===== src/rtl/imm_instr_packer.sv =====
// imm_instr_packer
//   Program loader in front of an instruction-memory write port. Takes decoded
//   instruction fields (format, opcode, funct3, rd/rs1/rs2, 32-bit immediate),
//   re-packs them into RV32 I-type or S-type words and writes them to
//   consecutive IM word addresses starting at 0.
//
//   Format codes follow EXTOp: 2'b01 = I-type, 2'b10 = S-type. Any other code
//   is an error: the bundle is dropped and the sticky err flag is set.
//
//   Optional feature (compile-time macro IMM_RANGE_CHK_EN):
//     defined   - in_imm must fit a 12-bit signed value (in_imm[31:11] all
//                 equal); otherwise the bundle is dropped and err is set.
//     undefined - in_imm[11:0] is packed as-is; only a bad format sets err.
//
//   Handshake: a bundle transfers on a rising clk edge where in_valid and
//   in_ready are both 1. in_ready is high only in IDLE, when not full and not
//   during a start pulse. The bundle need only be stable up to that edge.
//
//   FSM: IDLE -> PACK -> WRITE -> IDLE. A bundle accepted at edge N is packed
//   and checked at edge N+1, so im_we is high for the single cycle after N+1;
//   count increments at the edge that leaves WRITE.
//
// Ports
//   clk, rst            clock (rising edge), asynchronous active-high reset
//   start               pulse: abandon any bundle, count=0, err=0, go IDLE
//   in_valid/in_ready   field bundle handshake
//   in_fmt .. in_imm    field bundle
//   im_we/im_addr/im_wdata  IM write port; addr/data hold between writes
//   busy                FSM not in IDLE
//   full                count == DEPTH; blocks further acceptance
//   err                 sticky error flag
//   count               words written since reset or start

module imm_instr_packer #(
  parameter int ADDR_W = 8,
  parameter int DEPTH  = 256
) (
  input  logic              clk,
  input  logic              rst,
  input  logic              start,
  input  logic              in_valid,
  output logic              in_ready,
  input  logic [1:0]        in_fmt,
  input  logic [6:0]        in_opcode,
  input  logic [2:0]        in_funct3,
  input  logic [4:0]        in_rd,
  input  logic [4:0]        in_rs1,
  input  logic [4:0]        in_rs2,
  input  logic [31:0]       in_imm,
  output logic              im_we,
  output logic [ADDR_W-1:0] im_addr,
  output logic [31:0]       im_wdata,
  output logic              busy,
  output logic              full,
  output logic              err,
  output logic [ADDR_W:0]   count
);

  localparam logic [1:0] ST_IDLE  = 2'b00;
  localparam logic [1:0] ST_PACK  = 2'b01;
  localparam logic [1:0] ST_WRITE = 2'b10;

  localparam logic [1:0] FMT_I = 2'b01;
  localparam logic [1:0] FMT_S = 2'b10;

  localparam logic [ADDR_W:0] DEPTH_C = DEPTH[ADDR_W:0];
  localparam logic [ADDR_W:0] ONE_C   = {{ADDR_W{1'b0}}, 1'b1};

  typedef struct packed {
    logic [1:0]  fmt;
    logic [6:0]  opcode;
    logic [2:0]  funct3;
    logic [4:0]  rd;
    logic [4:0]  rs1;
    logic [4:0]  rs2;
    logic [31:0] imm;
  } bundle_t;

  logic [1:0]        state_q, state_d;
  bundle_t           bun_q, bun_d;
  logic [ADDR_W:0]   count_q, count_d;
  logic              err_q, err_d;
  logic              im_we_q, im_we_d;
  logic [ADDR_W-1:0] im_addr_q, im_addr_d;
  logic [31:0]       im_wdata_q, im_wdata_d;

  logic        full_w;
  logic        accept;
  logic [31:0] packed_word;
  logic        fmt_ok;
  logic        imm_ok;
  logic        check_ok;

  assign full_w   = (count_q == DEPTH_C);
  // start suppresses acceptance so a bundle offered alongside it is not taken.
  assign in_ready = (state_q == ST_IDLE) && !full_w && !start;
  assign accept   = in_valid && in_ready;

  // Word assembly from the held fields; unused fields (rd for S, rs2 for I)
  // simply do not appear in the respective encoding.
  always_comb begin
    packed_word = '0;
    fmt_ok      = 1'b0;
    case (bun_q.fmt)
      FMT_I: begin
        packed_word = {bun_q.imm[11:0], bun_q.rs1, bun_q.funct3, bun_q.rd, bun_q.opcode};
        fmt_ok      = 1'b1;
      end
      FMT_S: begin
        packed_word = {bun_q.imm[11:5], bun_q.rs2, bun_q.rs1, bun_q.funct3,
                       bun_q.imm[4:0], bun_q.opcode};
        fmt_ok      = 1'b1;
      end
      default: ;
    endcase
  end

`ifdef IMM_RANGE_CHK_EN
  // Representable as 12-bit signed: bits 31..11 are all copies of the sign.
  assign imm_ok = (bun_q.imm[31:11] == {21{bun_q.imm[11]}});
`else
  logic unused_imm_hi;
  assign imm_ok        = 1'b1;
  assign unused_imm_hi = ^bun_q.imm[31:12];
`endif

  assign check_ok = fmt_ok && imm_ok;

  always_comb begin
    state_d    = state_q;
    bun_d      = bun_q;
    count_d    = count_q;
    err_d      = err_q;
    im_we_d    = 1'b0;
    im_addr_d  = im_addr_q;
    im_wdata_d = im_wdata_q;

    if (start) begin
      // Abandons any in-flight bundle; im_we_d stays 0 so nothing is written.
      state_d = ST_IDLE;
      count_d = '0;
      err_d   = 1'b0;
    end else begin
      case (state_q)
        ST_IDLE: begin
          if (accept) begin
            bun_d = '{fmt: in_fmt, opcode: in_opcode, funct3: in_funct3, rd: in_rd,
                      rs1: in_rs1, rs2: in_rs2, imm: in_imm};
            state_d = ST_PACK;
          end
        end
        ST_PACK: begin
          if (check_ok) begin
            // Address/data registers only change on a real write so they
            // hold their last values otherwise.
            im_wdata_d = packed_word;
            im_addr_d  = count_q[ADDR_W-1:0];
            im_we_d    = 1'b1;
            state_d    = ST_WRITE;
          end else begin
            err_d   = 1'b1;
            state_d = ST_IDLE;
          end
        end
        ST_WRITE: begin
          count_d = count_q + ONE_C;
          state_d = ST_IDLE;
        end
        default: state_d = ST_IDLE;
      endcase
    end
  end

  always_ff @(posedge clk or posedge rst) begin
    if (rst) begin
      state_q    <= ST_IDLE;
      bun_q      <= '0;
      count_q    <= '0;
      err_q      <= 1'b0;
      im_we_q    <= 1'b0;
      im_addr_q  <= '0;
      im_wdata_q <= '0;
    end else begin
      state_q    <= state_d;
      bun_q      <= bun_d;
      count_q    <= count_d;
      err_q      <= err_d;
      im_we_q    <= im_we_d;
      im_addr_q  <= im_addr_d;
      im_wdata_q <= im_wdata_d;
    end
  end

  assign im_we    = im_we_q;
  assign im_addr  = im_addr_q;
  assign im_wdata = im_wdata_q;
  assign busy     = (state_q != ST_IDLE);
  assign full     = full_w;
  assign err      = err_q;
  assign count    = count_q;

endmodule


===== config.mk =====
export PLATFORM = sky130hd
export DESIGN_NAME = imm_instr_packer
export DESIGN_NICKNAME = d
export VERILOG_FILES = /design/src/rtl/imm_instr_packer.sv
export SDC_FILE = /design/constraint.sdc
export NUM_CORES = 1
export LEC_CHECK = 0
export CAP_MARGIN = 20
export CORE_MARGIN = 2
export CORE_UTILIZATION = 47
export DETAILED_ROUTE_END_ITERATION = 8
export GPL_TIMING_DRIVEN = 0
export HOLD_SLACK_MARGIN = 0.12
export PLACE_DENSITY = 0.8
export SLEW_MARGIN = 40
export SYNTH_ARGS = -nofsm -noshare
export SYNTH_HDL_FRONTEND = slang
export SYNTH_SLANG_ARGS = --single-unit
export TNS_END_PERCENT = 20

===== constraint.sdc =====
create_clock -name clk -period 4.5 [get_ports clk]
set_input_delay 1.125 -clock clk [delete_from_list [all_inputs] [get_ports clk]]
set_output_delay 1.125 -clock clk [all_outputs]
set_load 0.02 [all_outputs]

==> impl_metrics.csv, run 1 <==
group,metric,value,unit
setup_path,critPathSlowestCell,"clkdlybuf4s50_1",
synthesis,ys_types,31,
placed_design,io_buffers,96,
cts,post_cts_buffers,0,
synthesis,syn_area_per_cell,12.2,sq um
detailed_routing,ant_nets,0,
setup_path,crit_path_end_kind,"primary output",
sta,tightestPinTransition,0.506,ns
floorplan,coreArea,8130,sq um
finish,postLayoutCellArea,5240,sq um
power_and_ir_drop,ir_drop,320,uV
power_and_ir_drop,clkPwrFrac,21.6,%
sta,max_slew_margin,66.2,%
cts,clock_latency,0.35,ns
sta,fin_skew,0.0131,ns
setup_path,r2r_start,"bun_q[57]",
sta,period_share,79.0,%
cts,holdBufCountCts,0,
floorplan,initial_utilization,48.2,%
detailed_routing,dr.pass1.iters,7,
grt,antenna_found_initial,0,
outcome,outcome,"finished clean",
setup_path,cpMostUsedCell,"clkdlybuf4s50_1",
synthesis,netlist_area,3920,sq um
setup_path,path_buf_inv,2,
detailed_routing,wl_met3,457,um
sta,min_period,3.55,ns
grt,grt_pass1_vias,2834,
detailed_routing,drt_wl_total,8.69,mm
setup_path,crit_required,3.38,ns
setup_path,startpoint,"start",
synthesis,synth.ff_latch_count,92,
grt,grt_pass1_wl,14.2,mm
detailed_routing,drc,0,
finish,layout-drive-gt1-share,17.1,%
floorplan,rows,33,
sta,whs,0.471,ns
cts,cts_max_level,3,
setup_path,worstRegToRegCells,7,
cts,root_buffer,"clkbuf_8",
job,cap_viol_max_count,0,
setup_path,critPathKind,"in -> out",
placed_design,gp_congestion,0.827,
synthesis,yosysWarnings,0,
grt,globalRouteOverflowTotal,0,
placed_design,dpl_cell_area,5040,sq um
setup_path,cp_top_family,"buffers and inverters",
sta,drv_slew,0,
power_and_ir_drop,p_sw_share,32.3,%
sta,fmax,281,MHz
setup_path,arrival,2.43,ns
power_and_ir_drop,seq_power_share,45.1,%
setup_path,crit_end,"in_ready",
detailed_routing,viasPerCell,5.12,
power_and_ir_drop,combPwrFrac,33.3,%
setup_path,startpoint_type,"primary input",
detailed_routing,drtIter0Drc,97,
sta,finalHoldViolCount,0,
detailed_routing,wl_met2,4.32,mm
grt,grt_max_degree,57,
floorplan,ioPinCount,117,
floorplan,die_w,95.3,um
worst_hold_path,hp-class,"reg -> reg",
synthesis,yosysSeqAreaShare,58.7,%
placed_design,dp.final_hpwl,6.16,mm
sta,rsz0062_at_grt,"no",
cts,numClockSinks,92,
synthesis,synth-main-ff-cell,"dfrtp_1",
grt,grt_util_all_layers,20.7,%
synthesis,ys_async_sr_fraction,100,%
setup_path,crit_chain,"clkdlybuf4s50_1 -> nor3_1 -> clkdlybuf4s50_1",
finish,layout-area-overhead-vs-synth,33.8,%
power_and_ir_drop,switchingPower,833,uW
detailed_routing,drt-met1-wl,3.85,mm
finish,antennaDiodeCount,0,
cts,cts_tree,"yes",
cts,clk_pin_slew,0.09,ns
cts,cts_buffers,9,
power_and_ir_drop,leakage,2.38,nW
finish,layout_common_cells,"clkdlybuf4s50_1 (96), dfrtp_1 (92), nand2_1 (70)",
power_and_ir_drop,power_density,491,nW/um^2
setup_path,path_depth,3,
setup_path,cp_max_fo,4,
synthesis,synth-edff-count,0,
cts,clockBufferDepth,2,
finish,final_common_cell,"clkdlybuf4s50_1",
detailed_routing,maxUsedRoutingLayer,"met4",
setup_path,critical_path.max_stage_delay,0.63,ns
floorplan,die-area,9080,sq um
sta,setup_viol,0,
detailed_routing,num_vias,2761,
synthesis,synthesis.instances,321,
floorplan,die_h,95.3,um
power_and_ir_drop,p_int,1.74,mW
setup_path,rrSetupSlack,2.29,ns
detailed_routing,route.detailed.wl_per_inst,16.1,um
cts,cts_resized,0,
synthesis,syn_nets,388,
setup_path,crit-reg2reg-capture,"im_wdata[3]",
sta,setup-tns-final,0,ns
finish,layout.nets,496,
[per-layer routing]
metal	vias up	GRT usage, %
met5	-	0
met2	78	33.2
met1	1370	28.1
met4	0	5.07
li1	1307	-
met3	6	5.53
[power groups by stage]
stage | combinational, mW | sequential [mW] | clock (mW)
6_report | 0.857 | 1.16 | 0.556
5_1_grt | 0.930 | 1.19 | 0.618
4_1_cts | 0.869 | 1.16 | 0.575
3_5_place_dp | 0.868 | 1.18 | 0
2_1_floorplan | 0.300 | 1.33 | 0
3_3_place_gp | 0.845 | 1.17 | 0
[tightest hold or removal path, cell delays in order (launching register included)]
cell     delay [ns]
dfrtp_1        0.35
nand2_1        0.05
nand2_1        0.04
[cell usage after synthesis (2+ instances only)]
| cell type | count | area (sq um) |
|---|---|---|
| a21oi_1 | 7 | 35.0 |
| a22oi_1 | 10 | 75.1 |
| buf_12 | 4 | 80.1 |
| buf_2 | 7 | 35.0 |
| clkbuf_1 | 6 | 22.5 |
| dfrtp_1 | 92 | 2300 |
| ha_1 | 4 | 50.1 |
| inv_1 | 10 | 37.5 |
| mux2_4 | 39 | 586 |
| nand2_1 | 70 | 263 |
| nand3_1 | 23 | 115 |
| nand4b_1 | 2 | 17.5 |
| nor2_1 | 4 | 15.0 |
| nor3_1 | 2 | 10.0 |
| o21ai_0 | 19 | 95.1 |
| o31ai_1 | 3 | 22.5 |
| or3_1 | 2 | 12.5 |
| or4_1 | 3 | 22.5 |
| xnor2_1 | 2 | 17.5 |
[how the worst min path moves through the flow]
| stage | cells past startpoint | end | start | slack [ns] |
|---|---|---|---|---|
| floorplan | 2 | im_wdata[29] | bun_q[9] | 0.47 |
| global placement | 2 | im_wdata[28] | im_wdata[28] | 0.45 |
| detailed placement | 2 | im_wdata[26] | im_wdata[26] | 0.46 |
| CTS | 2 | im_wdata[30] | im_wdata[30] | 0.48 |
| global route | 2 | im_wdata[26] | im_wdata[26] | 0.49 |
| finish | 2 | im_wdata[30] | im_wdata[30] | 0.47 |
[sequential cells by signal, indices dropped and copies added, names as in the netlist]
| register | cells |
|---|---|
| count | 9 |
| im_we | 1 |
| im_wdata | 32 |
| bun_q | 39 |
| err | 1 |
| state_q | 2 |
| im_addr | 8 |
[cell type report]
class	count	area (sq um)
well taps	105	131
plain buffers	17	138
inverters	11	46.3
multi-input cells	201	1440
flip-flops and latches	92	2300
clock inverters	7	75.1
fillers	659	2890
clock buffers	9	124
repair buffers	97	988
[logic make-up (layout without fill, tap and decap cells)]
| kind of cell | count (synthesis) | in the layout | synth area share [%] |
|---|---|---|---|
| compound gates | 41 | 41 | 6.42 |
| xor+xnor | 2 | 2 | 0.447 |
| fa+ha+maj | 4 | 4 | 1.28 |
| buf+inv | 28 | 141 | 4.57 |
| flops | 92 | 92 | 58.7 |
| mux | 39 | 39 | 14.9 |
| simple gates | 115 | 115 | 13.6 |
[per-stage QoR]
| stage | utilization [%] | power, mW | setup WS, ns | std cells |
|---|---|---|---|---|
| after CTS | 64.5 | 2.61 | 0.934 | 539 |
| after global placement | 61.6 | 2.01 | -0.337 | 522 |
| after detailed placement | 62.0 | 2.04 | 0.932 | 523 |
| final | 64.5 | 2.57 | 0.946 | 539 |
| after global routing | 64.5 | 2.74 | 0.887 | 539 |
| after floorplan | - | 1.63 | 0.983 | 321 |
No activity file was read; power rests on OpenSTA's default activity.
==> run 2, diff against run 1 <==
Settings changed: CORE_UTILIZATION 47 to 42, PLACE_DENSITY 0.8 to 0.75.
Clock period 4.5 ns to 3.15 ns, I/O delays scaled along.
==> run 2 against run 1 <==
Final area is 1.6% higher. Critical path depth unchanged. Core utilization is 6.3 points lower. Cell count up 1.7%. Die area increased by 11%. Critical endpoint is now full. Largest cell class unchanged. Highest routed layer unchanged.
==> impl_metrics.csv, run 2 (same netlist as run 1, synthesis figures left out) <==
group,metric,value,unit
sta,setup-tns-final,0,ns
grt,grt_pass1_wl,14.8,mm
placed_design,dpl_cell_area,5120,sq um
finish,antennaDiodeCount,0,
sta,whs,0.471,ns
placed_design,io_buffers,96,
finish,layout_common_cells,"clkdlybuf4s50_1 (96), dfrtp_1 (92), nand2_1 (70)",
finish,postLayoutCellArea,5330,sq um
cts,numClockSinks,92,
cts,cts_resized,0,
setup_path,worstRegToRegCells,7,
setup_path,crit_path_end_kind,"primary output",
sta,min_period,2.96,ns
cts,holdBufCountCts,0,
detailed_routing,drtIter0Drc,68,
placed_design,gp_congestion,0.749,
finish,instances_no_fill,548,
sta,finalHoldViolCount,0,
cts,cts_buffers,9,
detailed_routing,route.detailed.wl_per_inst,16.4,um
grt,grt_max_degree,27,
setup_path,critPathKind,"reg -> out",
job,cap_viol_max_count,0,
cts,root_buffer,"clkbuf_8",
finish,layout-area-overhead-vs-synth,35.9,%
finish,top_register,"bun_q",
sta,setup_ws,0.188,ns
cts,clk_pin_slew,0.09,ns
cts,post_cts_buffers,0,
detailed_routing,dr.pass1.iters,4,
cts,cts_tree,"yes",
finish,post-route-util,58.2,%
grt,grt_pass1_vias,2896,
placed_design,placedCellCount,532,
sta,tightestPinTransition,0.512,ns
sta,fmax,338,MHz
detailed_routing,viasPerCell,5.06,
detailed_routing,num_vias,2775,
setup_path,cp_max_fo,8,
floorplan,initial_utilization,42.8,%
floorplan,rows,35,
sta,setup_viol,0,
sta,period_share,94.0,%
power_and_ir_drop,ir_drop,322,uV
power_and_ir_drop,power_density,697,nW/um^2
outcome,outcome,"finished clean",
finish,layout-drive-gt1-share,17.6,%
sta,rsz0062_at_grt,"no",
setup_path,arrival,2.17,ns
floorplan,coreArea,9150,sq um
finish,largest_reg_flops,39,
worst_hold_path,hp-class,"reg -> reg",
finish,layout.nets,499,
cts,clock_latency,0.35,ns
floorplan,die-area,10100,sq um
placed_design,place_ws,0.259,ns
sta,drv_slew,0,
detailed_routing,drc,0,
floorplan,ioPinCount,117,
detailed_routing,ant_nets,0,
cts,cts_max_level,3,
setup_path,startpoint_type,"flop",
grt,globalRouteOverflowTotal,0,
grt,grt_util_all_layers,19.0,%
power_and_ir_drop,leakage,2.40,nW
sta,max_slew_margin,65.8,%
setup_path,crit_required,2.36,ns
floorplan,die_w,101,um
grt,antenna_found_initial,0,
power_and_ir_drop,p_total,3.71,mW
cts,clockBufferDepth,2,
floorplan,die_h,101,um
finish,final_common_cell,"clkdlybuf4s50_1",
worst_hold_path,hold_depth,2,
placed_design,dp.final_hpwl,6.47,mm
detailed_routing,drt_wl_total,9.01,mm
sta,fin_skew,0.00927,ns
-- run 2: worst paths after layout --
path | from | end | slack [ns]
worst max register to register | bun_q[57] | im_wdata[12] | 0.95
worst min-delay path | im_wdata[19] | im_wdata[19] | 0.47
worst min register to register | im_wdata[19] | im_wdata[19] | 0.47
worst max-delay path | count[3] | full | 0.19
min in group asynchronous | rst | bun_q[6] | 0.79
max in group asynchronous | rst | bun_q[54] | 1.59
-- run 2: power breakdown --
group	switching (mW)	internal, mW	total, mW
combinational	0.601	0.645	1.25
sequential	0.179	1.48	1.66
clock	0.419	0.387	0.806
-- run 2: worst max-delay path, cell delays in order (launching register included) --
cell	delay, ns
dfrtp_1	0.46
or4_4	0.55
nor2_1	0.17
clkdlybuf4s50_1	0.64
-- run 2: routing by layer --
| metal | global-route usage (%) | wire [um] |
|---|---|---|
| met4 | 6.01 | 107 |
| met3 | 3.47 | 395 |
| met2 | 30.2 | 4230 |
| met5 | 0 | 0 |
| met1 | 26.6 | 4270 |
-- run 2: area by class of cell --
| class | instances | area (sq um) |
|---|---|---|
| Clock buffer | 10 | 138 |
| Multi-Input combinational cell | 201 | 1440 |
| Sequential cell | 92 | 2300 |
| Buffer | 17 | 138 |
| Tap cell | 111 | 139 |
| Fill cell | 762 | 3830 |
| Inverter | 11 | 45.0 |
| Clock inverter | 6 | 63.8 |
| Timing Repair Buffer | 100 | 1060 |
==> run 3, diff against run 2 <==
Settings changed: PLACE_DENSITY 0.75 to unset, PLACE_DENSITY_LB_ADDON set to 0.1, SETUP_SLACK_MARGIN set to 0.5, TNS_END_PERCENT 20 to unset.
==> run 3 against run 2 <==
Sequential share of layout area is 0.13 points lower. Clock-buffer cell count is 1 lower. Worst hold slack got worse by 0.0010 ns. Critical path depth is 1 lower. Largest power group unchanged. Largest cell class unchanged. Total power up 1.5%.
==> impl_metrics.csv, run 3 (same netlist as run 1, synthesis figures left out) <==
group,metric,value,unit
outcome,outcome,"finished clean",
detailed_routing,dr.pass1.iters,4,
detailed_routing,num_vias,2786,
detailed_routing,drc,0,
detailed_routing,route.detailed.wl_per_inst,16.7,um
finish,postLayoutCellArea,5350,sq um
worst_hold_path,hp-class,"reg -> reg",
cts,clock_latency,0.36,ns
finish,largest_reg_flops,39,
placed_design,dp.final_hpwl,6.27,mm
placed_design,dpl_cell_area,5110,sq um
sta,fmax,396,MHz
sta,max_slew_margin,64.9,%
floorplan,die-area,10100,sq um
floorplan,initial_utilization,42.8,%
finish,antennaDiodeCount,0,
cts,clk_pin_slew,0.10,ns
power_and_ir_drop,p_total,3.77,mW
detailed_routing,drt_wl_total,9.19,mm
detailed_routing,drtIter0Drc,52,
floorplan,ioPinCount,117,
finish,fill_cells,801,
setup_path,crit_path_end_kind,"primary output",
grt,antenna_found_initial,0,
finish,layout_common_cells,"clkdlybuf4s50_1 (94), dfrtp_1 (90), nand2_1 (70)",
cts,numClockSinks,92,
sta,drv_slew,0,
sta,finalHoldViolCount,0,
finish,final_common_cell,"clkdlybuf4s50_1",
job,cap_viol_max_count,0,
cts,clockBufferDepth,2,
sta,period_share,80.2,%
grt,globalRouteOverflowTotal,0,
floorplan,die_w,101,um
sta,rsz0062_at_grt,"no",
setup_path,crit_chain,"or2_2 -> clkdlybuf4s50_1",
setup_path,arrival,1.74,ns
sta,min_period,2.53,ns
sta,tightestPinTransition,0.527,ns
cts,cts_max_level,3,
cts,cts_tree,"yes",
placed_design,io_buffers,96,
power_and_ir_drop,ir_drop,294,uV
power_and_ir_drop,power_density,705,nW/um^2
finish,top_register,"bun_q",
sta,fin_skew,0.0155,ns
power_and_ir_drop,leakage,2.43,nW
setup_path,startpoint_type,"flop",
setup_path,cp_max_fo,8,
floorplan,coreArea,9150,sq um
setup_path,critPathSlowestCell,"clkdlybuf4s50_1",
setup_path,critPathKind,"reg -> out",
finish,layout-drive-gt1-share,19.3,%
grt,grt_util_all_layers,19.3,%
grt,grt_pass1_vias,2893,
detailed_routing,viasPerCell,5.06,
sta,setup-tns-final,0,ns
floorplan,rows,35,
placed_design,gp_congestion,0.737,
grt,grt_max_degree,27,
detailed_routing,ant_nets,0,
cts,cts_buffers,9,
grt,grt_pass1_wl,15.0,mm
setup_path,crit_required,2.36,ns
cts,root_buffer,"clkbuf_8",
finish,layout.nets,502,
finish,layout-area-overhead-vs-synth,36.5,%
setup_path,critical_path.max_stage_delay,0.55,ns
cts,holdBufCountCts,0,
floorplan,die_h,101,um
sta,setup_viol,0,
==> run 3: cell types whose count changed in the layout (fill, tap and decap cells not counted), sizes merged <==
cell | before | now
buf | 15 | 18
clkbuf | 16 | 17
inv | 9 | 11
clkdlybuf4s50 | 96 | 94
clkinvlp | 3 | 1
bufinv | 1 | 2
==> run 3: worst paths after layout <==
check | to | slack [ns] | startpoint | cells past startpoint
max | busy | 0.62 | state_q[1] | 2
min | im_wdata[3] | 0.47 | im_wdata[3] | 2
max reg2reg | im_wdata[7] | 0.95 | bun_q[57] | 7
min reg2reg | im_wdata[3] | 0.47 | im_wdata[3] | 2
max in group asynchronous | im_wdata[19] | 1.99 | rst | 4
min in group asynchronous | im_wdata[16] | 0.80 | rst | 3
==> run 3: area by class of cell <==
class | count | area, sq um | area share (%)
plain buffers | 17 | 138 | 2.57
clock buffers | 9 | 124 | 2.32
clock inverters | 7 | 96.3 | 1.80
inverters | 11 | 45.0 | 0.842
multi-input cells | 201 | 1440 | 26.9
flip-flops and latches | 92 | 2300 | 43.1
well taps | 111 | 139 | 2.60
repair buffers | 103 | 1060 | 19.8
==> run 3: critical path: cells and delay by family (launching register included) <==
kind,cells,cell delay [ns]
buffers and inverters,1,0.55
DFF,1,0.48
and+or+nand+nor,1,0.35
==> run 3: power breakdown <==
part	internal, mW	switching, mW
clock network	0.452	0.429
registers	1.48	0.172
logic	0.641	0.594
total	2.57	1.20
==> run 3: repair_timing <==
item,in CTS,in global routing
setup buffers,3,0
gates resized for setup,6,4
setup endpoints to repair,2,2
==> run 3: stage by stage <==
| stage | std cells | hold WS, ns | utilization [%] | setup WS, ns |
|---|---|---|---|---|
| CTS | 551 | 0.477 | 58.5 | 0.507 |
| finish | 551 | 0.470 | 58.4 | 0.624 |
| global placement | 528 | 0.449 | 54.9 | 0.269 |
| global route | 551 | 0.498 | 58.4 | 0.503 |
| detailed placement | 532 | 0.455 | 55.8 | 0.233 |
| floorplan | 321 | 0.467 | - | 0.788 |
==> run 3: metal layers <==
metal	GRT usage [%]	wire length [um]	up-vias
met1	27.0	4230	1379
met2	29.5	4350	71
met4	5.06	116	0
met3	5.62	496	9
li1	-	-	1327
met5	0	0	-
